## src/rtl/ifu_pkg.sv

```systemverilog
// Shared types and constants for the instruction-fetch unit.
package ifu_pkg;
  localparam int unsigned IFU_ADDR_W = 32;
  localparam int unsigned IFU_INST_W = 32;
  localparam logic [IFU_ADDR_W-1:0] IFU_RESET_PC = 32'h0000_3000;
  localparam int unsigned INST_BYTES = 4;

  typedef struct packed {
    logic [IFU_ADDR_W-1:0] pc;
    logic [IFU_INST_W-1:0] inst;
  } fetch_entry_t;
endpackage

```

## src/rtl/ifu_fifo.sv

```systemverilog
// Synchronous prefetch FIFO; pointers carry an extra wrap bit so full and
// empty are distinguished without a separate flag.
module ifu_fifo
  import ifu_pkg::*;
#(
  parameter int unsigned DEPTH = 4,
  parameter type entry_t = fetch_entry_t,
  parameter entry_t RESET_ENTRY = '0
) (
  input  logic                   clk,
  input  logic                   reset,
  input  logic                   push,
  input  logic                   pop,
  input  logic                   flush,
  input  entry_t                 push_entry,
  output logic [$clog2(DEPTH):0] count,
  output entry_t                 head
);
  localparam int unsigned AW = $clog2(DEPTH);
  localparam logic [AW:0] PTR_ONE = {{AW{1'b0}}, 1'b1};

  logic [AW:0] wr_ptr;
  logic [AW:0] rd_ptr;
  entry_t      mem [DEPTH];

  always_ff @(posedge clk or posedge reset) begin
    if (reset) begin
      wr_ptr <= '0;
      rd_ptr <= '0;
      mem    <= '{default: RESET_ENTRY};
    end else if (flush) begin
      rd_ptr <= wr_ptr;
    end else begin
      if (push) begin
        mem[wr_ptr[AW-1:0]] <= push_entry;
        wr_ptr              <= wr_ptr + PTR_ONE;
      end
      if (pop) rd_ptr <= rd_ptr + PTR_ONE;
    end
  end

  assign count = wr_ptr - rd_ptr;
  assign head  = mem[rd_ptr[AW-1:0]];
endmodule

```

## src/rtl/ifu_prefetch.sv

```systemverilog
// Instruction-fetch unit: credit-limited sequential fetch into a prefetch
// queue feeding F/D, with freeze and redirect/flush support.
module ifu_prefetch
  import ifu_pkg::*;
#(
  parameter int unsigned ADDR_W = 32,
  parameter int unsigned INST_W = 32,
  parameter int unsigned DEPTH  = 4,
  parameter logic [ADDR_W-1:0] RESET_PC = ADDR_W'(IFU_RESET_PC)
) (
  input  logic              clk,
  input  logic              reset,
  input  logic              redirect,
  input  logic [ADDR_W-1:0] redirect_pc,
  output logic              req_valid,
  input  logic              req_ready,
  output logic [ADDR_W-1:0] i_inst_addr,
  input  logic              resp_valid,
  input  logic [INST_W-1:0] i_inst_rdata,
  output logic              f_valid,
  input  logic              freeze,
  output logic [INST_W-1:0] f_inst,
  output logic [ADDR_W-1:0] f_pc,
  output logic [ADDR_W-1:0] f_pcn
);
  localparam int unsigned CW  = $clog2(DEPTH) + 1;
  localparam int unsigned CW1 = CW + 1;
  localparam logic [CW:0] DEPTH_C = CW1'(DEPTH);
  localparam logic [ADDR_W-1:0] STEP = ADDR_W'(INST_BYTES);

  typedef struct packed {
    logic [ADDR_W-1:0] pc;
    logic [INST_W-1:0] inst;
  } entry_t;
  localparam entry_t RESET_ENTRY = '{pc: RESET_PC, inst: '0};

  logic [ADDR_W-1:0] fetch_pc;
  logic [ADDR_W-1:0] resp_pc;
  logic [CW-1:0]     count;
  logic [CW-1:0]     outstanding;
  logic [CW-1:0]     drop_cnt;
  logic [CW:0]       credit_used;
  logic              issue;
  logic              push;
  logic              pop;
  logic [CW-1:0]     after_resp;
  entry_t            push_entry;
  entry_t            head;

  // Every accepted request reserves a queue slot, so a kept response can never overflow.
  assign credit_used = {1'b0, count} + {1'b0, outstanding};
  assign req_valid   = !reset && !redirect && (credit_used < DEPTH_C);
  assign issue       = req_valid && req_ready;
  assign i_inst_addr = fetch_pc;

  assign push       = resp_valid && (drop_cnt == '0) && !redirect;
  assign pop        = f_valid && !freeze && !redirect;
  assign push_entry = '{pc: resp_pc, inst: i_inst_rdata};
  assign after_resp = outstanding - CW'(resp_valid);

  always_ff @(posedge clk or posedge reset) begin
    if (reset) begin
      fetch_pc    <= RESET_PC;
      resp_pc     <= RESET_PC;
      outstanding <= '0;
      drop_cnt    <= '0;
    end else if (redirect) begin
      // Everything still in flight after this cycle's response is stale.
      fetch_pc    <= {redirect_pc[ADDR_W-1:2], 2'b00};
      resp_pc     <= {redirect_pc[ADDR_W-1:2], 2'b00};
      outstanding <= after_resp;
      drop_cnt    <= after_resp;
    end else begin
      if (issue) fetch_pc <= fetch_pc + STEP;
      outstanding <= after_resp + CW'(issue);
      if (resp_valid) begin
        if (drop_cnt != '0) drop_cnt <= drop_cnt - CW'(1'b1);
        else                resp_pc  <= resp_pc + STEP;
      end
    end
  end

  ifu_fifo #(
    .DEPTH      (DEPTH),
    .entry_t    (entry_t),
    .RESET_ENTRY(RESET_ENTRY)
  ) u_fifo (
    .clk       (clk),
    .reset     (reset),
    .push      (push),
    .pop       (pop),
    .flush     (redirect),
    .push_entry(push_entry),
    .count     (count),
    .head      (head)
  );

  assign f_valid = (count != '0);
  assign f_inst  = head.inst;
  assign f_pc    = head.pc;
  assign f_pcn   = head.pc + STEP;
endmodule

```

## config.mk

```make
export PLATFORM = sky130hd
export DESIGN_NAME = ifu_prefetch
export DESIGN_NICKNAME = d
export VERILOG_FILES = /design/src/rtl/ifu_pkg.sv /design/src/rtl/ifu_fifo.sv /design/src/rtl/ifu_prefetch.sv
export SDC_FILE = /design/constraint.sdc
export NUM_CORES = 1
export LEC_CHECK = 0
export CAP_MARGIN = 20
export CORE_MARGIN = 1
export CORE_UTILIZATION = 55
export DETAILED_ROUTE_END_ITERATION = 8
export PLACE_DENSITY = 0.79
export SKIP_CTS_REPAIR_TIMING = 1
export SLEW_MARGIN = 5
export SYNTH_ARGS = -nofsm -noshare
export SYNTH_HDL_FRONTEND = slang
export SYNTH_SLANG_ARGS = --single-unit
export TNS_END_PERCENT = 20
```

## constraint.sdc

```tcl
create_clock -name clk -period 11.6 [get_ports clk]
set_input_delay 1.74 -clock clk [delete_from_list [all_inputs] [get_ports clk]]
set_output_delay 1.74 -clock clk [all_outputs]
set_load 0.005 [all_outputs]
```

==> results.toml <==
[drt]
routed_wl_um = 34410
vias = 10240
post_drt_wl_per_cell_um = 19.91
remaining_drc_errors = 0
routed_via_density = 5.925
ant_nets = 0
firstDrtPassIters = 5
drtIter0Drc = 545

[worst_setup_path]
r2r_end = "i_inst_addr[27]"
crit_start = "u_fifo.rd_ptr[0]"
crit_path_end = "f_pcn[30]"
ff2ff_setup_slack_ps = 6840
worstPathArrival_ps = 4320
r2r-start = "u_fifo.rd_ptr[0]"
cp_max_fo = 44
worst-r2r-cell-count = 12
critPathKind = "reg2out"
startpoint_type = "flip-flop"
end_kind = "primary output"
required_ps = 9860

[cells_and_area]
n_fill_cell = 2033
fin_nets = 1416
drive_above_1_share = 0.2763
final_area_sq_um = 18800
areaGrowthSynthToFinish_pct = 20.77
num_antenna_cells = 0

[clock_network]
clock-sinks = 320
clk_latency_ps = 500
clk_pin_slew_ps = 60
cts_max_level = 2
clk_path_buf_depth = 3
root_buffer = "clkbuf_16"
cts-buffers-inserted = 35
cts_tree = "yes"

[floorplan]
num_rows = 61
ios = 200
start_util = 0.5603
die_width_um = 170.2
die_y_um = 170.2
core_sq_um = 27780
die-area_sq_um = 28980

[logic_synthesis]
yosys_register_bits = 320
ys_top_cells_by_area = "dfrtp_1 (50%), mux2_2 (18%), mux4_2 (5.6%)"
synth_edf_count = 0
post_synth_num_cell_types = 58
yosys_warnings = 0
synth_top_area_share = 0.4951
async_reset_ff_frac = 1.000
syn_inst = 1164
synth_top_area_cell = "dfrtp_1"
synth.avg_cell_area_sq_um = 13.37
synthesis.area_sq_um = 15570
yosysSeqAreaShare = 0.5154
synth_ff_type = "dfrtp_1"

[global_route]
grtUsageMet3 = 0.04000
overflow = 0
grt_max_degree = 182
grt_usage = 0.2438
antenna_found_initial = 0
grt_pass1_vias = 10530
met1_usage = 0.3337
grt_pass1_wl_um = 55430
met2_usage = 0.4063
busiest_layer = "met2"

[timing]
final-setup-viol-count = 0
fmax_ghz = 0.1651
worst_pin_slew_ps = 1064
period_needed_ps = 6058
slew_headroom = 0.2904
finalCritPeriodShare = 0.5223
finalHoldViolCount = 0
rsz0062_at_grt = "false"
fin_skew_ps = 11.21
drv_slew = 0
tns_ps = 0

[run]
cap_viol_max_count = 0

[hold_path]
hold_class = "reg2reg"

[place]
postPlaceCellArea_sq_um = 17650
port_buffers = 191
dp_hpwl_um = 21710
gp_routability_congestion = 0.9014

[power]
vdd_drop_max_uv = 141.2
total_power_mw = 4.597
power_density_nw_per_um2 = 244.5
p_leak_nw = 8.402

[run_status]
status = "finished, final reports clean"
## how the worst min path moves through the flow
| stage | depth (start not counted) | to | start |
|---|---|---|---|
| 2_1_floorplan | 2 | u_fifo.mem[175] | u_fifo.mem[175] |
| 6_report | 2 | u_fifo.mem[44] | u_fifo.mem[44] |
| 5_1_grt | 1 | u_fifo.mem[177] | u_fifo.mem[177] |
| 4_1_cts | 2 | u_fifo.mem[115] | u_fifo.mem[115] |
| 3_5_place_dp | 2 | u_fifo.mem[115] | u_fifo.mem[115] |
| 3_3_place_gp | 2 | u_fifo.mem[111] | u_fifo.mem[111] |
## critical path, stage by stage (launching register included)
cell and delay, ps:
dfrtp_4 710, buf_4 740, mux4_1 560, nand4_1 260, nor4_4 630, nand4_1 190, xnor2_1 180, clkdlybuf4s50_1 520
## cell usage in the layout (no fill, tap or decap), drive strengths merged, types with 21 or more instances in the layout
cell type	count
clkbuf	52
nand2	81
clkdlybuf4s50	191
mux2	245
nand3	40
dfrtp	308
xnor2	53
nand4	27
inv	31
o21ai	57
mux4	62
nor2	21
## final cells by class
type                       count  area (sq um)  share of cell area
sequential                   320          8028              0.4270
multi-input combinational    744          7062              0.3756
timing repair buffer         197          1969              0.1048
clock buffer                  52          1052             0.05597
tap                          378         473.0             0.02516
inverter                      30         120.1            0.006389
clock inverter                 7         95.09            0.005058
## metrics by stage
step / setup slack, ps / std cells / hold slack, ps / utilization
2_1_floorplan: 1024 / 1169 / 441.6 / -
3_3_place_gp: 5988 / 1669 / 453.7 / 0.6354
3_5_place_dp: 5982 / 1669 / 469.2 / 0.6354
4_1_cts: 5433 / 1728 / 481.9 / 0.6767
5_1_grt: 5170 / 1728 / 502.6 / 0.6767
6_report: 5542 / 1728 / 478.4 / 0.6767
## metal layers
layer	wire length (um)	up-vias
li1	-	4618
met1	15100	5229
met2	16610	335
met3	2022	56
met4	682	0
met5	0	-
## flip-flops by register name, indices dropped and copies added, names as in the netlist
| name | count |
|---|---|
| drop_cnt | 3 |
| i_inst_addr | 30 |
| outstanding | 3 |
| resp_pc | 30 |
| u_fifo.mem | 248 |
| u_fifo.rd_ptr | 3 |
| u_fifo.wr_ptr | 3 |
## cell usage after synthesis, drive strengths merged, types with 2 or more instances
| library cell | number |
|---|---|
| a21o | 2 |
| a21oi | 7 |
| a31oi | 10 |
| and2 | 7 |
| and3 | 11 |
| and4 | 6 |
| buf | 54 |
| clkbuf | 21 |
| dfrtp | 308 |
| dfstp | 12 |
| ha | 17 |
| inv | 30 |
| mux2 | 245 |
| mux4 | 62 |
| nand2 | 81 |
| nand3 | 40 |
| nand3b | 2 |
| nand4 | 27 |
| nor2 | 21 |
| nor2b | 2 |
| nor3 | 14 |
| nor4 | 11 |
| o211ai | 12 |
| o21ai | 57 |
| o311ai | 14 |
| o41ai | 2 |
| or3 | 5 |
| or4 | 3 |
| xnor2 | 53 |
| xor2 | 15 |
## cell families (layout without fill, tap and decap cells)
kind of cell,count (synthesis),count (layout),share of synthesized area
compound gates,108,108,0.04244
xor+xnor,69,69,0.03979
fa+ha+maj,18,18,0.01495
buf+inv,105,286,0.03408
flops,320,320,0.5154
mux,308,308,0.2731
other cells,1,6,0.0002409
simple gates,235,235,0.07998
## report_power, final
part / total, mW / internal, mW / switching, mW
combinational: 1.71 / 1.05 / 0.656
sequential: 1.79 / 1.54 / 0.258
clock: 1.10 / 0.671 / 0.425
No activity file was read; power rests on OpenSTA's default activity.
